--- src/rtl/rpn_program_sequencer.sv ---
// Program sequencer for the RPN stack calculator.
// Fetches 7-bit words {cmd, num} from a synchronous program ROM, hands each non-halt word
// to the calculator over its req/en handshake, and streams out every `eq` result with an ordinal.
// Optional build macro: SEQ_DEPTH_CHECK_EN adds stack-depth tracking and under/overflow faults.
module rpn_program_sequencer #(
  parameter int unsigned ADDR_W      = 5,
  parameter int unsigned RES_W       = 3,
  parameter int unsigned TIMEOUT     = 15,
  parameter int unsigned STACK_DEPTH = 5
) (
  input  logic              clk_i,
  input  logic              rst_i,
  input  logic              start_i,
  output logic [ADDR_W-1:0] rom_addr_o,
  input  logic [6:0]        rom_data_i,
  input  logic              calc_req_i,
  output logic              calc_en_o,
  output logic [6:0]        calc_variable_o,
  input  logic              calc_valid_i,
  input  logic [9:0]        calc_answer_i,
  output logic              res_valid_o,
  output logic [9:0]        res_data_o,
  output logic [RES_W-1:0]  res_index_o,
  output logic              busy_o,
  output logic              done_o,
  output logic              err_o,
  output logic [2:0]        err_code_o
);

  localparam int unsigned TimerW = $clog2(TIMEOUT + 1);
  localparam int unsigned CntW   = RES_W + 1;

  localparam logic [ADDR_W-1:0] AddrMax = '1;
  // One past the last result slot: an eq seen with this count would overflow res_index.
  localparam logic [CntW-1:0]   ResMax  = {1'b1, {RES_W{1'b0}}};
  localparam logic [TimerW-1:0] TimerLast = TimerW'(TIMEOUT - 1);

  localparam logic [2:0] OpRead = 3'd0;
  localparam logic [2:0] OpEq   = 3'd6;
  localparam logic [2:0] OpHalt = 3'd7;

  localparam logic [2:0] ErrNone      = 3'd0;
  localparam logic [2:0] ErrUnderflow = 3'd1;
  localparam logic [2:0] ErrOverflow  = 3'd2;
  localparam logic [2:0] ErrTimeout   = 3'd3;
  localparam logic [2:0] ErrWrap      = 3'd4;
  localparam logic [2:0] ErrResOvf    = 3'd5;

  typedef enum logic [2:0] {
    StIdle, StFetch, StDecode, StIssue, StGap, StWaitEq, StDone, StErr
  } state_e;

  state_e              state_q, state_d;
  logic [ADDR_W-1:0]   addr_q, addr_d;
  logic [6:0]          word_q, word_d;
  logic [CntW-1:0]     cnt_q, cnt_d;
  logic [TimerW-1:0]   timer_q, timer_d;
  logic                res_valid_q, res_valid_d;
  logic [9:0]          res_data_q, res_data_d;
  logic [RES_W-1:0]    res_index_q, res_index_d;
  logic [2:0]          err_code_q, err_code_d;
  logic [2:0]          fault_code;
  logic [2:0]          cmd;

  assign cmd = rom_data_i[6:4];

`ifdef SEQ_DEPTH_CHECK_EN
  localparam int unsigned DepthW = $clog2(STACK_DEPTH + 1);
  localparam logic [DepthW-1:0] DepthMax = DepthW'(STACK_DEPTH);

  logic [DepthW-1:0] depth_q, depth_d;

  // Depth register tracks the calculator stack as words are accepted.
  always_ff @(posedge clk_i) begin
    if (rst_i) depth_q <= '0;
    else       depth_q <= depth_d;
  end
`else
  // Stack depth only matters when depth checking is built in.
  logic unused_stack_depth;
  assign unused_stack_depth = ^STACK_DEPTH;
`endif

  // Fault classification of the word currently on rom_data_i (used in DECODE only).
  always_comb begin
    fault_code = ErrNone;
`ifdef SEQ_DEPTH_CHECK_EN
    if (cmd == OpRead && depth_q == DepthMax) begin
      fault_code = ErrOverflow;
    end else if (cmd != OpRead && cmd != OpEq && cmd != OpHalt && depth_q < DepthW'(2)) begin
      fault_code = ErrUnderflow;
    end else if (cmd == OpEq && depth_q == '0) begin
      fault_code = ErrUnderflow;
    end
`endif
    if (fault_code == ErrNone && cmd == OpEq && cnt_q == ResMax) begin
      fault_code = ErrResOvf;
    end
  end

  // Next-state and datapath updates for the sequencer FSM.
  always_comb begin
    state_d     = state_q;
    addr_d      = addr_q;
    word_d      = word_q;
    cnt_d       = cnt_q;
    timer_d     = timer_q;
    res_valid_d = 1'b0;
    res_data_d  = res_data_q;
    res_index_d = res_index_q;
    err_code_d  = err_code_q;
`ifdef SEQ_DEPTH_CHECK_EN
    depth_d     = depth_q;
`endif
    unique case (state_q)
      StIdle, StDone, StErr: begin
        if (start_i) begin
          state_d     = StFetch;
          addr_d      = '0;
          cnt_d       = '0;
          res_index_d = '0;
          err_code_d  = ErrNone;
`ifdef SEQ_DEPTH_CHECK_EN
          depth_d     = '0;
`endif
        end
      end
      StFetch: state_d = StDecode;
      StDecode: begin
        if (cmd == OpHalt) begin
          state_d = StDone;
        end else if (fault_code != ErrNone) begin
          state_d    = StErr;
          err_code_d = fault_code;
        end else begin
          word_d  = rom_data_i;
          state_d = StIssue;
        end
      end
      StIssue: begin
        if (calc_req_i) begin
`ifdef SEQ_DEPTH_CHECK_EN
          if (word_q[6:4] == OpRead)    depth_d = depth_q + DepthW'(1);
          else if (word_q[6:4] != OpEq) depth_d = depth_q - DepthW'(1);
`endif
          if (word_q[6:4] == OpEq) begin
            state_d = StWaitEq;
            timer_d = '0;
          end else begin
            state_d = StGap;
          end
        end
      end
      StGap: begin
        if (addr_q == AddrMax) begin
          state_d    = StErr;
          err_code_d = ErrWrap;
        end else begin
          addr_d  = addr_q + ADDR_W'(1);
          state_d = StFetch;
        end
      end
      StWaitEq: begin
        // A result arriving on the last allowed cycle still wins over the timeout.
        if (calc_valid_i) begin
          res_valid_d = 1'b1;
          res_data_d  = calc_answer_i;
          res_index_d = cnt_q[RES_W-1:0];
          cnt_d       = cnt_q + CntW'(1);
          state_d     = StGap;
        end else if (timer_q == TimerLast) begin
          state_d    = StErr;
          err_code_d = ErrTimeout;
        end else begin
          timer_d = timer_q + TimerW'(1);
        end
      end
      default: state_d = StIdle;
    endcase
  end

  // State register with synchronous reset.
  always_ff @(posedge clk_i) begin
    if (rst_i) begin
      state_q     <= StIdle;
      addr_q      <= '0;
      word_q      <= '0;
      cnt_q       <= '0;
      timer_q     <= '0;
      res_valid_q <= 1'b0;
      res_data_q  <= '0;
      res_index_q <= '0;
      err_code_q  <= ErrNone;
    end else begin
      state_q     <= state_d;
      addr_q      <= addr_d;
      word_q      <= word_d;
      cnt_q       <= cnt_d;
      timer_q     <= timer_d;
      res_valid_q <= res_valid_d;
      res_data_q  <= res_data_d;
      res_index_q <= res_index_d;
      err_code_q  <= err_code_d;
    end
  end

  // Strobe is gated by rst so a reset landing on an ISSUE cycle issues nothing.
  assign calc_en_o       = (state_q == StIssue) && calc_req_i && !rst_i;
  assign rom_addr_o      = addr_q;
  assign calc_variable_o = word_q;
  assign res_valid_o     = res_valid_q;
  assign res_data_o      = res_data_q;
  assign res_index_o     = res_index_q;
  assign err_code_o      = err_code_q;
  assign busy_o          = state_q inside {StFetch, StDecode, StIssue, StGap, StWaitEq};
  assign done_o          = (state_q == StDone);
  assign err_o           = (state_q == StErr);

endmodule

--- config.mk ---
export PLATFORM = sky130hd
export DESIGN_NAME = rpn_program_sequencer
export DESIGN_NICKNAME = d
export VERILOG_FILES = /design/src/rtl/rpn_program_sequencer.sv
export SDC_FILE = /design/constraint.sdc
export NUM_CORES = 1
export LEC_CHECK = 0
export ABC_AREA = 1
export CELL_PAD_IN_SITES_DETAIL_PLACEMENT = 1
export CELL_PAD_IN_SITES_GLOBAL_PLACEMENT = 2
export CORE_MARGIN = 10
export CORE_UTILIZATION = 27
export CTS_BUF_LIST = sky130_fd_sc_hd__clkbuf_4 sky130_fd_sc_hd__clkbuf_8 sky130_fd_sc_hd__clkbuf_16
export DETAILED_ROUTE_END_ITERATION = 6
export GPL_TIMING_DRIVEN = 0
export HOLD_SLACK_MARGIN = 0.12
export PLACE_DENSITY = 0.82
export SLEW_MARGIN = 20
export SYNTH_ARGS = -nofsm -noshare
export SYNTH_HDL_FRONTEND = slang
export SYNTH_SLANG_ARGS = --single-unit
--- constraint.sdc ---
create_clock -name clk_i -period 3.7 [get_ports clk_i]
set_input_delay 0.74 -clock clk_i [delete_from_list [all_inputs] [get_ports clk_i]]
set_output_delay 0.74 -clock clk_i [all_outputs]
set_load 0.02 [all_outputs]
# Word level (Yosys, flattened, before mapping)
# Index checks and enable logic that the tools add are counted.
[totals]
register_bits = 40
in_bits = 22
word_cells = 91
[classes]
addsub = 3
n_eq_ne = 25
mux = 31
bitwise_logic = 3
reduce_logical = 20
[ops]
columns = ["op", "n"]
rows = [
  ["$mux W3", 15],
  ["$mux W4", 6],
  ["$ne A2 B2 Y1 const B", 11],
  ["$eq A3 B3 Y1 const B", 7],
  ["$pmux W3 S6", 1],
  ["$pmux W4 S2", 2],
  ["$pmux W3 S4", 1],
  ["$reduce_and A3 Y1", 4],
  ["$mux W5", 2],
  ["$pmux W5 S2", 1],
  ["$add A4 B1 Y4 const B", 2],
  ["$eq A4 B4 Y1 const B", 2],
  ["$reduce_and A7 Y1", 1],
  ["$eq A3 B2 Y1 const B", 2],
  ["$pmux W3 S2", 1],
  ["$reduce_bool A2 Y1", 3],
  ["$add A5 B1 Y5 const B", 1],
  ["$eq A5 B5 Y1 const B", 1],
  ["$reduce_and A5 Y1", 1],
  ["$reduce_bool A5 Y1", 1],
  ["$reduce_bool A4 Y1", 1],
  ["$eq A3 B1 Y1 const B", 1],
  ["$logic_and A1 B1 Y1", 3],
  ["$logic_not A3 Y1", 1],
  ["8 further kinds", 11],
]

# Longest topological paths before layout
# Gate-level depths: netlist of the first run.
[logic_depth]
depth_word = 7
depth_mapped = 11
depth_no_buf = 11

# Least setup slack after synthesis of the first run
# No wires, ideal clock.
[synth_path]
path_type = "input to output"
start = "in rst_i"
end = "out calc_en_o"
t_arrival_ps = 1468
required_ps = 2960
setup_slack_ps = 1492
cell_stages = 4
path_buffers = 1
cell_sequence = "inv_1 clkbuf_1 nand2_1 nor2_1"
[synth_between]
elab_chain_cells = 2
[synth_rtl]
columns = ["element", "line_no", "rtl"]
rows = [
  ["start, declared", "12", "input logic rst_i,"],
  ["$logic_not A1 Y1", "208", "assign calc_en_o = (state_q == StIssue) && calc_req_i && !rst_i;"],
  ["$logic_and A1 B1 Y1", "208", ""],
  ["end, declared", "17", "output logic calc_en_o,"],
]
# Every way passes these cells.

# Worst setup path in the final report of the first run
# Ends and elaborated chain as after synthesis.

==> metrics list, run 1 <==
- Counting flops and latches in the post-synthesis netlist gives 40.
- Routed wire length: 5860 um
- Estimated wirelength of the detail-placed design: around 4700 um
- For the worst flop-to-flop path, the logic depth is 10.
- In this run the static leakage power is roughly 1.1 nW.
- The core region is between 6000 and 7000 um2.
- Number of antenna cells inserted: 0
- The startpoint identified for the worst register-to-register timing path is rom_addr_o[0]$_SDFFE_PP0P_.
* Number of cells traversed by the worst hold path: 2
* Area grow syn2layout: 39.4%
* Number of antenna violations at the first check in global routing: 0
- Global router's overall resource usage: between 10% and 20%
- Final critical path time including I/O delays and setup: roughly 3.5 ns
* Period Utilization, post-route: between 90% and 100%
- Worst-path clk slew: 0.08 ns
- Met3 wire len: 173 um
* Worst-case clock skew: roughly 0.0085 ns
- Number of distinct library cells after synthesis: 26
- In this run the register-to-register setup slack is approximately 2.1 ns.
* Deepest clock path buffer count: 2
* DRT iter0 DRCs: 40
- Buffers inserted by post-CTS timing repair: 0
- Root cell of the clock tree: sky130_fd_sc_hd__clkbuf_8
- Power density normalized to cell area: around 520 nW/um2
* Via count: about 1900
* Remaining global-route overflow: 0
* Count of cells resized by post-cts repair: 0
* Synth Area per Inst: just over 7 um2
- After detailed routing, the average wire length per cell comes to roughly 14 um.
* Number of I/O pins: 55
* Wl on met1: around 2700 um
- Synthesized instance count: 271
- Endpoint of the worst-slack reg-to-reg timing path: err_code_o[0]$_SDFFE_PP0P_
- Status: complete, no violations
- The final count of pins violating max slew was 0.
* Kind of launch point of the worst setup path: input port
* CP max stage cell: sky130_fd_sc_hd__clkdlybuf4s50_1
* Hold endpoint: res_index_o[2]$_SDFFE_PP0P_
- The worst hold path begins at res_index_o[2]$_SDFFE_PP0P_.
* Worst vdd rail ir drop: approximately 150 uV
- Initial standard-cell utilization of the core: between 20% and 30%
- Setup repair after global routing missed its margin: false
* Delay of the slowest critical-path stage: 0.63 ns
- Vert. Die Dim: around 100 um
* Die Area: 10900 um2
- Number of nets in the final layout: 360
- Data on the critical path is required at its endpoint by between 2 and 3 ns.
- Of all nets on the critical path, the largest fanout is 10.
* Maximum clock frequency: ~290 MHz
* Leading cell types in the layout, fill and taps excluded: 58 x sky130_fd_sc_hd__nor2_1, 54 x sky130_fd_sc_hd__clkdlybuf4s50_1, 40 x sky130_fd_sc_hd__dfxtp_1
- Headroom to the max-slew limit came out at between 60% and 70%.
- The design draws 1.40 mW.
* Number of buffers inserted by hold repair at cts: 0
* Area of the mapped netlist: ~1900 um2
* Final Hold Vio Count: 0
- Using the TritonRoute via totals, the vias-per-cell ratio works out to between 4 and 5.
- The detail route stage leaves a number of antenna-violating nets equal to 0.
- TritonCTS created 5 clock buffers.
- When the netlist entered floorplanning its net count stood at roughly 300.
- At the end of routability-driven placement, the weighted congestion stood at 0.790.
- The most numerous cell type found on the critical path is sky130_fd_sc_hd__clkdlybuf4s50_1.
- Wire segments on met2 add up to between 2000 and 3000 um in the final route.
- In the final layout, the share of cells above drive strength 1 is between 9 and 10%.
- Data on the critical path arrives at its endpoint at approximately 2.7 ns.
- Worst Hold Class: reg -> reg
- The floorplan has 30 rows.
- Leaving out fill and tap cells, the most frequent cell in the layout is sky130_fd_sc_hd__nor2_1.
- Min Hold Slack: between 0.4 and 0.5 ns
- The H-tree generated during clock tree synthesis spans 2 levels.
- Critical path cell sequence: clkdlybuf4s50_1 > inv_1 > clkbuf_1 > nand2_1 > nor2_1 > clkdlybuf4s50_1
- Summing the sequential cell areas from Yosys gives between 40% and 50% of the chip area.
- After detailed routing, the number of remaining DRC violations is 0.
- Final setup TNS: 0 ns
- At the pin with the least slew margin, the transition time is ~0.5 ns.
- The first TritonRoute pass finished after 4 iterations.
- Type of destination of the critical path: output pin
- Clock tree synthesis found a total of 40 sinks.
- Total of warnings raised by yosys: 0
- The number of global-route vias before repair is 1850.
- After detailed routing, no signal wire sits above met4.
- Number of violations of the max-capacitance limit: 0
- Count of buffers from port buffering: 54
- TritonCTS clock tree: yes
- The critical path is of the in -> out type.
* Die W: 104 um
- For the worst-skew pair, the clock arrives at the later sink with an insertion delay of between 0.2 and 0.3 ns.
* Largest net degree at the start of global routing: 13
- Number of endpoints failing setup at the final stage: 0
- The first global-routing pass estimated approximately 9600 um of wire.
kinds of logic after synthesis:
| family | count (synthesis) | share of synthesized area, % |
|---|---|---|
| AO/OA/AOI/OAI | 48 | 13.2 |
| XOR/XNOR | 2 | 0.909 |
| adder cells (fa/ha/maj) | 6 | 3.90 |
| buffers and inverters | 39 | 7.92 |
| flip-flops | 40 | 41.6 |
| AND/OR/NAND/NOR | 136 | 32.5 |
worst max-delay path by stage:
stage	startpoint	to	slack (ns)	cells after the start
finish	rst_i	calc_en_o	0.24	6
global route	rst_i	calc_en_o	0.06	6
CTS	rst_i	calc_en_o	0.17	6
detailed placement	rst_i	calc_en_o	0.18	6
global placement	rst_i	calc_en_o	0.22	6
floorplan	rst_i	calc_en_o	1.49	4
report_power, final:
group / internal (mW) / switching [mW] / leakage (nW)
combinational: 0.223 / 0.338 / 0.741
sequential: 0.485 / 0.0381 / 0.324
clock: 0.159 / 0.157 / 0.0479
total: 0.867 / 0.534 / 1.11
area by class of cell:
type	instances	area (um2)
Fill cell	883	4180
Multi-Input combinational cell	192	973
Sequential cell	40	801
Timing Repair Buffer	54	541
Inverter	33	124
Tap cell	96	120
Clock buffer	7	90.1
Buffer	6	28.8
Clock inverter	1	7.51
flip-flops by register name, indices dropped and copies added, names as in the netlist:
register and flops:
res_index_o 3, err_code_o 3, rom_addr_o 5, state_q 3, res_valid_o 1, calc_variable_o 7, res_data_o 10, cnt_q 4
timer_q 4
synth_stat cells (all sizes together):
cell type | instances | area share [%]
o21ai | 27 | 7.4
ha | 6 | 3.9
xor2 | 2 | 0.91
nor2 | 61 | 13
nor3 | 4 | 1.0
nand2 | 40 | 8.7
inv | 33 | 6.4
dfxtp | 40 | 42
buf | 3 | 0.91
nand3b | 2 | 0.78
a21oi | 19 | 5.1
nand4 | 5 | 1.6
o31ai | 1 | 0.39
a31oi | 1 | 0.32
nand3 | 24 | 7.5
clkbuf | 3 | 0.58
stage by stage:
stage	instances	area, um2	setup slack (ns)	utilization, %
3_3_place_gp	421	2590	0.217	37.7
5_1_grt	429	2690	0.0596	39.1
6_report	429	2690	0.243	39.1
4_1_cts	429	2690	0.169	39.1
3_5_place_dp	421	2590	0.180	37.7
2_1_floorplan	271	1930	1.49	-
per-layer routing:
metal,global-route usage (%),vias to the layer above
met4,3.28,0
met3,2.73,5
met5,0,-
li1,-,998
met2,17.6,26
met1,13.1,890
critical path: cells and delay by family:
family                 cells  cell delay (ns)
buffers and inverters      4             1.72
AND/OR/NAND/NOR            2             0.25
(Power assumes the default switching activity.)
==> inputs of run 2 (changes only) <==
--- a/config.mk
+++ b/config.mk
@@ -9,9 +9,10 @@
 export CELL_PAD_IN_SITES_DETAIL_PLACEMENT = 1
 export CELL_PAD_IN_SITES_GLOBAL_PLACEMENT = 2
 export CORE_MARGIN = 10
-export CORE_UTILIZATION = 27
+export CORE_UTILIZATION = 36
 export CTS_BUF_LIST = sky130_fd_sc_hd__clkbuf_4 sky130_fd_sc_hd__clkbuf_8 sky130_fd_sc_hd__clkbuf_16
 export DETAILED_ROUTE_END_ITERATION = 6
+export DONT_BUFFER_PORTS = 1
 export GPL_TIMING_DRIVEN = 0
 export HOLD_SLACK_MARGIN = 0.12
 export PLACE_DENSITY = 0.82
==> run 2 against run 1 <==
Register-to-register slack worse by 0.23 ns. Clock power up 21%. First-iteration DRC count down 15%. Via count is 10% lower. Worst setup slack better by 0.95 ns. Wire length shrank 8.8%. Count of clock-buffer cells in the layout shrank 1.
==> metrics list, run 2 (synthesis results as in run 1) <==
- Status: complete, no violations
- Deepest clock path buffer count: 2
- Of all nets on the critical path, the largest fanout is 10.
- Global placement routability congestion: 0.792
* Final Hold Vio Count: 0
- For this block, the via count after detailed routing is ~1700.
- Counting I/O delays and the setup requirement, the final critical path takes ~2.5 ns.
- Once detail routing completed, the nets flagged for antenna violations numbered 0.
- Number of violations of the max-capacitance limit: 0
* Die Area: between 8000 and 9000 um2
- Remaining max-slew budget at the tightest pin: ~56%
* DRT iter0 DRCs: 34
- Mean routed wirelength per cell: 15.3 um
* Number of I/O pins: between 50 and 60
- Worst slew pin tran: ~0.66 ns
* Drt pass-1 iters: 4
- Leaving out fill and tap cells, the most frequent cells in the layout are 58 x sky130_fd_sc_hd__nor2_1, 40 x sky130_fd_sc_hd__dfxtp_1, 35 x sky130_fd_sc_hd__nand2_1.
- Worst-path clk slew: about 0.080 ns
- Count of unresolved DRC violations after routing: 0
* Period Utilization, post-route: approximately 68%
- Initial standard-cell utilization of the core: 37.5%
- The number of antenna violations at the first check in global routing was 0.
* Utilization after layout: roughly 42%
* Routed wire length: 5340 um
- Root cell of the clock tree: sky130_fd_sc_hd__clkbuf_8
- STA classifies the critical path endpoint as an output pin.
* Flip-flop count of the largest register, all copies and words added: 10
- The critical path is of the in -> out type.
- Summing internal, switching and leakage power gives around 1.4 mW.
* Setup repair after global routing missed its margin: false
* Endpoint arrival time on the critical path: around 1.8 ns
- Total core area: ~5100 um2
- Row generation in the floorplan step produced 26 rows.
- Layout cells sized above 1: between 10% and 20%
- Once the clock tree was built, the setup fixing pass inserted 0 buffers.
- # placed instances: 341
- Number of global-route vias before repair: around 1800
- Number of endpoints failing setup at the final stage: 0
* Maximum clock frequency: roughly 400 MHz
- The min-delay analysis places its worst path in the category reg -> reg.
* Area grow syn2layout: 10.8%
- STA classifies the critical path startpoint as an input port.
* Required time at the endpoint of the critical path: approximately 3.0 ns
* Vert. Die Dim: ~93 um
- IR analysis of the VDD net gives a maximum drop of 200 uV.
- The first global-routing pass estimated ~9000 um of wire.
- The clock arrives with about 0.0068 ns of skew.
- 0 antenna diodes ended up in the layout.
- For the final routed database, the setup TNS stands at 0 ns.
- TritonCTS built the clock tree.
* Number of clock sinks: 40
- Count of cells resized by post-cts repair: 0
* Non-filler instance count after layout: 349
* Remaining global-route overflow: 0
- Number of nets in the final layout: 306
- For this design, the CTS-stage hold fixing added 0 buffers.
* Largest net degree at the start of global routing: 14
* Worst-Skew Late Latency: about 0.29 ns
- The worst register-to-register path has a setup slack of between 1.5 and 2 ns.
* Count of buffers from port buffering: 0
* Most common cell after layout, fill and taps aside: sky130_fd_sc_hd__nor2_1
- Power spread over the standard cell area amounts to roughly 630 nW/um2.
* Global router's overall resource usage: 12.7%
- Total count of max-transition violations in the final report: 0
- The H-tree was split into 2 levels.
- Buffers inserted during clock tree synthesis total 5.
- Estimated wirelength of the detail-placed design: 4270 um
- The die is slightly above 90 um wide.
* Vias per cell: 4.95
* Static leakage: 0.931 nW
run 2: changes by cell type in the layout (fill, tap and decap cells not counted):
cell	delta
sky130_fd_sc_hd__clkinvlp_4	-1
sky130_fd_sc_hd__clkdlybuf4s50_1	-54
sky130_fd_sc_hd__clkinv_4	+1
sky130_fd_sc_hd__clkbuf_4	-1
sky130_fd_sc_hd__bufinv_16	+1
run 2: layer usage:
layer | GRT usage [%] | part of all wire (%)
met3 | 3.84 | 5.7
met1 | 15.0 | 45
met5 | 0 | 0
met4 | 4.11 | 1.2
met2 | 21.3 | 48
run 2: final timing paths:
path	depth (start not counted)	from	to
min	1	cnt_q[0]$_SDFFE_PP0P_	cnt_q[0]$_SDFFE_PP0P_
min reg2reg	1	cnt_q[0]$_SDFFE_PP0P_	cnt_q[0]$_SDFFE_PP0P_
max reg2reg	10	rom_addr_o[0]$_SDFFE_PP0P_	err_code_o[2]$_SDFFE_PP0P_
max	4	rst_i	calc_en_o
run 2: final cells by class:
type                            count  area (um2)
Tap cell                           70        87.6
Buffer                              6        28.8
Inverter                           33         124
Clock buffer                        6        82.6
Multi-Input combinational cell    192         973
Sequential cell                    40         801
Clock inverter                      2        38.8
Fill cell                         686        3000
run 2: where the power goes:
part	total (mW)	switching [mW]	internal, mW
clock network	0.381	0.161	0.221
registers	0.589	0.104	0.485
logic	0.381	0.260	0.121
run 2: critical path: stages:
cell and delay (ns):
sky130_fd_sc_hd__inv_1 0.18, sky130_fd_sc_hd__clkbuf_1 0.36, sky130_fd_sc_hd__nand2_1 0.09, sky130_fd_sc_hd__nor2_1 0.40
run 2: through the flow:
| stage | hold WS, ns | cell area [um2] | setup slack, ns |
|---|---|---|---|
| after floorplan | 0.454 | 1930 | 1.49 |
| after global placement | 0.474 | 2010 | 1.19 |
| after detailed placement | 0.488 | 2010 | 1.16 |
| after CTS | 0.503 | 2140 | 1.15 |
| after global routing | 0.506 | 2140 | 1.06 |
| final | 0.505 | 2140 | 1.19 |
==> inputs of run 3 (changes only) <==
--- a/config.mk
+++ b/config.mk
@@ -9,13 +9,13 @@
 export CELL_PAD_IN_SITES_DETAIL_PLACEMENT = 1
 export CELL_PAD_IN_SITES_GLOBAL_PLACEMENT = 2
 export CORE_MARGIN = 10
-export CORE_UTILIZATION = 36
+export CORE_UTILIZATION = 33
 export CTS_BUF_LIST = sky130_fd_sc_hd__clkbuf_4 sky130_fd_sc_hd__clkbuf_8 sky130_fd_sc_hd__clkbuf_16
 export DETAILED_ROUTE_END_ITERATION = 6
 export DONT_BUFFER_PORTS = 1
 export GPL_TIMING_DRIVEN = 0
 export HOLD_SLACK_MARGIN = 0.12
-export PLACE_DENSITY = 0.82
+export PLACE_DENSITY = 0.76
 export SLEW_MARGIN = 20
 export SYNTH_ARGS = -nofsm -noshare
 export SYNTH_HDL_FRONTEND = slang
==> constraint.sdc (replaced) <==
create_clock -name clk_i -period 2.55 [get_ports clk_i]
set_input_delay 0.51 -clock clk_i [delete_from_list [all_inputs] [get_ports clk_i]]
set_output_delay 0.51 -clock clk_i [all_outputs]
set_load 0.02 [all_outputs]
==> run 3 against run 2 <==
Sequential power up 45%. Critical path depth unchanged. Combinational power up 44%. Non-clock buffer count unchanged. Register-to-register slack worse by 1.1 ns. Global-route usage down 0.31 points. Final cell count up 0.57%. Hold slack worse by 0.23 ns. Flip-flop and latch count unchanged. First-iteration DRC count up 56%. Count of clock-buffer cells in the layout down 1. Clock skew up 0.0016 ns. Critical endpoint unchanged.
==> metrics list, run 3 (synthesis results as in run 1) <==
- The run finished with clean final reports.
- Largest net degree at the start of global routing: 15
- Most common cell after layout, fill and taps aside: sky130_fd_sc_hd__nor2_1
- Setup Crit Path Kind: in -> out
- Number of clock sinks: 40
- Across every metal layer, demand over resource in global routing totals 12.3%.
* Required time at the endpoint of the critical path: between 2 and 2.5 ns
- For this run, the post-layout net count is 306.
- Worst slew pin tran: roughly 0.67 ns
* Final Hold Vio Count: 0
- Core Rows: 27
- Worst-path clk slew: ~0.090 ns
* Global placement routability congestion: 0.763
* Endpoint arrival time on the critical path: around 1.5 ns
* Power density normalized to cell area: 912 nW/um2
* Worst Hold Class: in -> reg
- Final critical path time including I/O delays and setup: between 2 and 2.5 ns
- Count of cells resized by post-cts repair: 0
- Total count of max-transition violations in the final report: 0
- Initial standard-cell utilization of the core: approximately a third
- TritonCTS built the clock tree.
- DRT iter0 DRCs: 53
- Estimated wirelength of the detail-placed design: about 4400 um
- Dividing the detail-routed wire length by the instance count gives roughly 16 um.
- Min Hold Slack: ~0.28 ns
- Number of antenna cells inserted: 0
* Number of antenna violations at the first check in global routing: 0
- DRT antenna net count: 0
- Flip-flop count of the largest register, all copies and words added: 10
- Deepest clock path buffer count: 2
* Type of destination of the critical path: output pin
- Die W: roughly 96 um
* # placed instances: about 340
* Drt pass-1 iters: 4
- The analysis attributes to cell leakage a power of between 0.9 and 1 nW.
- Net switching power: roughly 0.77 mW
* Buffers inserted by post-CTS timing repair: 0
- The die is slightly below 100 um tall.
* Kind of launch point of the worst setup path: input port
* Remaining max-slew budget at the tightest pin: approximately 55%
- The core region is about 5600 um2.
* Routed wire length: 5460 um
- The H-tree was split into 2 levels.
* Die Area: between 9000 and 10000 um2
- In the layout the commonest cells are 58 x sky130_fd_sc_hd__nor2_1, 40 x sky130_fd_sc_hd__dfxtp_1, 35 x sky130_fd_sc_hd__nand2_1.
- Slack of the worst reg-to-reg path: 0.77 ns
- For this run, the number of standard cells in the final layout without fillers is roughly 350.
- Registers are responsible for a little over two fifths of the overall power.
- Number of endpoints failing setup at the final stage: 0
- Number of I/O pins: 55
* Switch share: 39.6%
* Final setup TNS: 0 ns
- Number of global-route vias before repair: between 1500 and 2000
- In the final layout, the share of cells above drive strength 1 is between 10% and 20%.
- Dividing the final minimum period by the clock period gives between 70% and 80%.
- Across all layers, the routed design uses ~1700 vias.
- The internal portion of the total power is between 1 and 1.5 mW.
- Wire length of the first global-routing pass: between 8000 and 9000 um
- Across the VDD grid, the largest voltage drop is ~290 uV.
- Remaining global-route overflow: 0
- Setup repair after global routing left no endpoint under its margin.
* Fraction of power consumed by combinational cells: between 20% and 30%
- Static timing analysis puts the maximum clock frequency at 495 MHz.
- Number of buffers inserted by hold repair at cts: 0
- Clock share of power: roughly 28%
* Number of violations of the max-capacitance limit: 0
* Worst-Skew Late Latency: approximately 0.30 ns
- Count of buffers from port buffering: 0
- Clock tree synthesis inserted a total of 5 buffers.
* Maximum fanout count along the critical path: 10
* Root cell of the clock tree: sky130_fd_sc_hd__clkbuf_8
* Vias per cell: 4.88
- Compared with the post-synthesis result, the final layout area differs by 10.7%.
* Count of unresolved DRC violations after routing: 0
- Between clock sinks in the finished design, the worst skew comes to roughly 0.0084 ns.
==> run 3: area by class of cell <==
type / count / area (um2)
plain buffers: 6 / 28.8
multi-input cells: 192 / 973
flip-flops and latches: 40 / 801
inverters: 33 / 124
well taps: 72 / 90.1
clock inverters: 3 / 47.5
clock buffers: 5 / 68.8
fillers: 712 / 3440
==> run 3: worst paths after layout <==
path | from | to | depth (start not counted)
setup / recovery | rst_i | calc_en_o | 4
hold / removal | rst_i | res_valid_o$_SDFF_PP0_ | 1
setup reg to reg | rom_addr_o[0]$_SDFFE_PP0P_ | err_code_o[2]$_SDFFE_PP0P_ | 10
hold reg to reg | timer_q[3]$_SDFFE_PP0P_ | timer_q[3]$_SDFFE_PP0P_ | 2
==> run 3: stage by stage <==
step / area [um2] / power, mW / utilization [%] / worst slack (ns)
floorplan: 1930 / 1.29 / - / 0.802
global placement: 2020 / 1.42 / 36.2 / 0.516
detailed placement: 2020 / 1.44 / 36.2 / 0.514
CTS: 2130 / 1.99 / 38.3 / 0.502
global route: 2130 / 2.11 / 38.3 / 0.421
finish: 2130 / 1.95 / 38.3 / 0.531
==> run 3: metal layers <==
metal	vias up	share of wire (%)	GRT usage, %	wire, um
li1	886	-	-	-
met5	-	0	0	0
met2	39	46	19.6	2500
met1	785	44	14.9	2390
met3	3	9.9	5.24	540
met4	0	0.68	3.63	37
==> run 3: worst max-delay path, stage by stage <==
cell                       delay (ns)
sky130_fd_sc_hd__inv_1           0.18
sky130_fd_sc_hd__clkbuf_1        0.36
sky130_fd_sc_hd__nand2_1         0.10
sky130_fd_sc_hd__nor2_1          0.36
==> run 3: power by group through the flow <==
stage | registers, mW | clock network (mW) | logic (mW)
6_report | 0.852 | 0.543 | 0.550
5_1_grt | 0.868 | 0.593 | 0.651
4_1_cts | 0.857 | 0.567 | 0.565
3_5_place_dp | 0.872 | 0 | 0.564
3_3_place_gp | 0.870 | 0 | 0.547
2_1_floorplan | 0.848 | 0 | 0.445
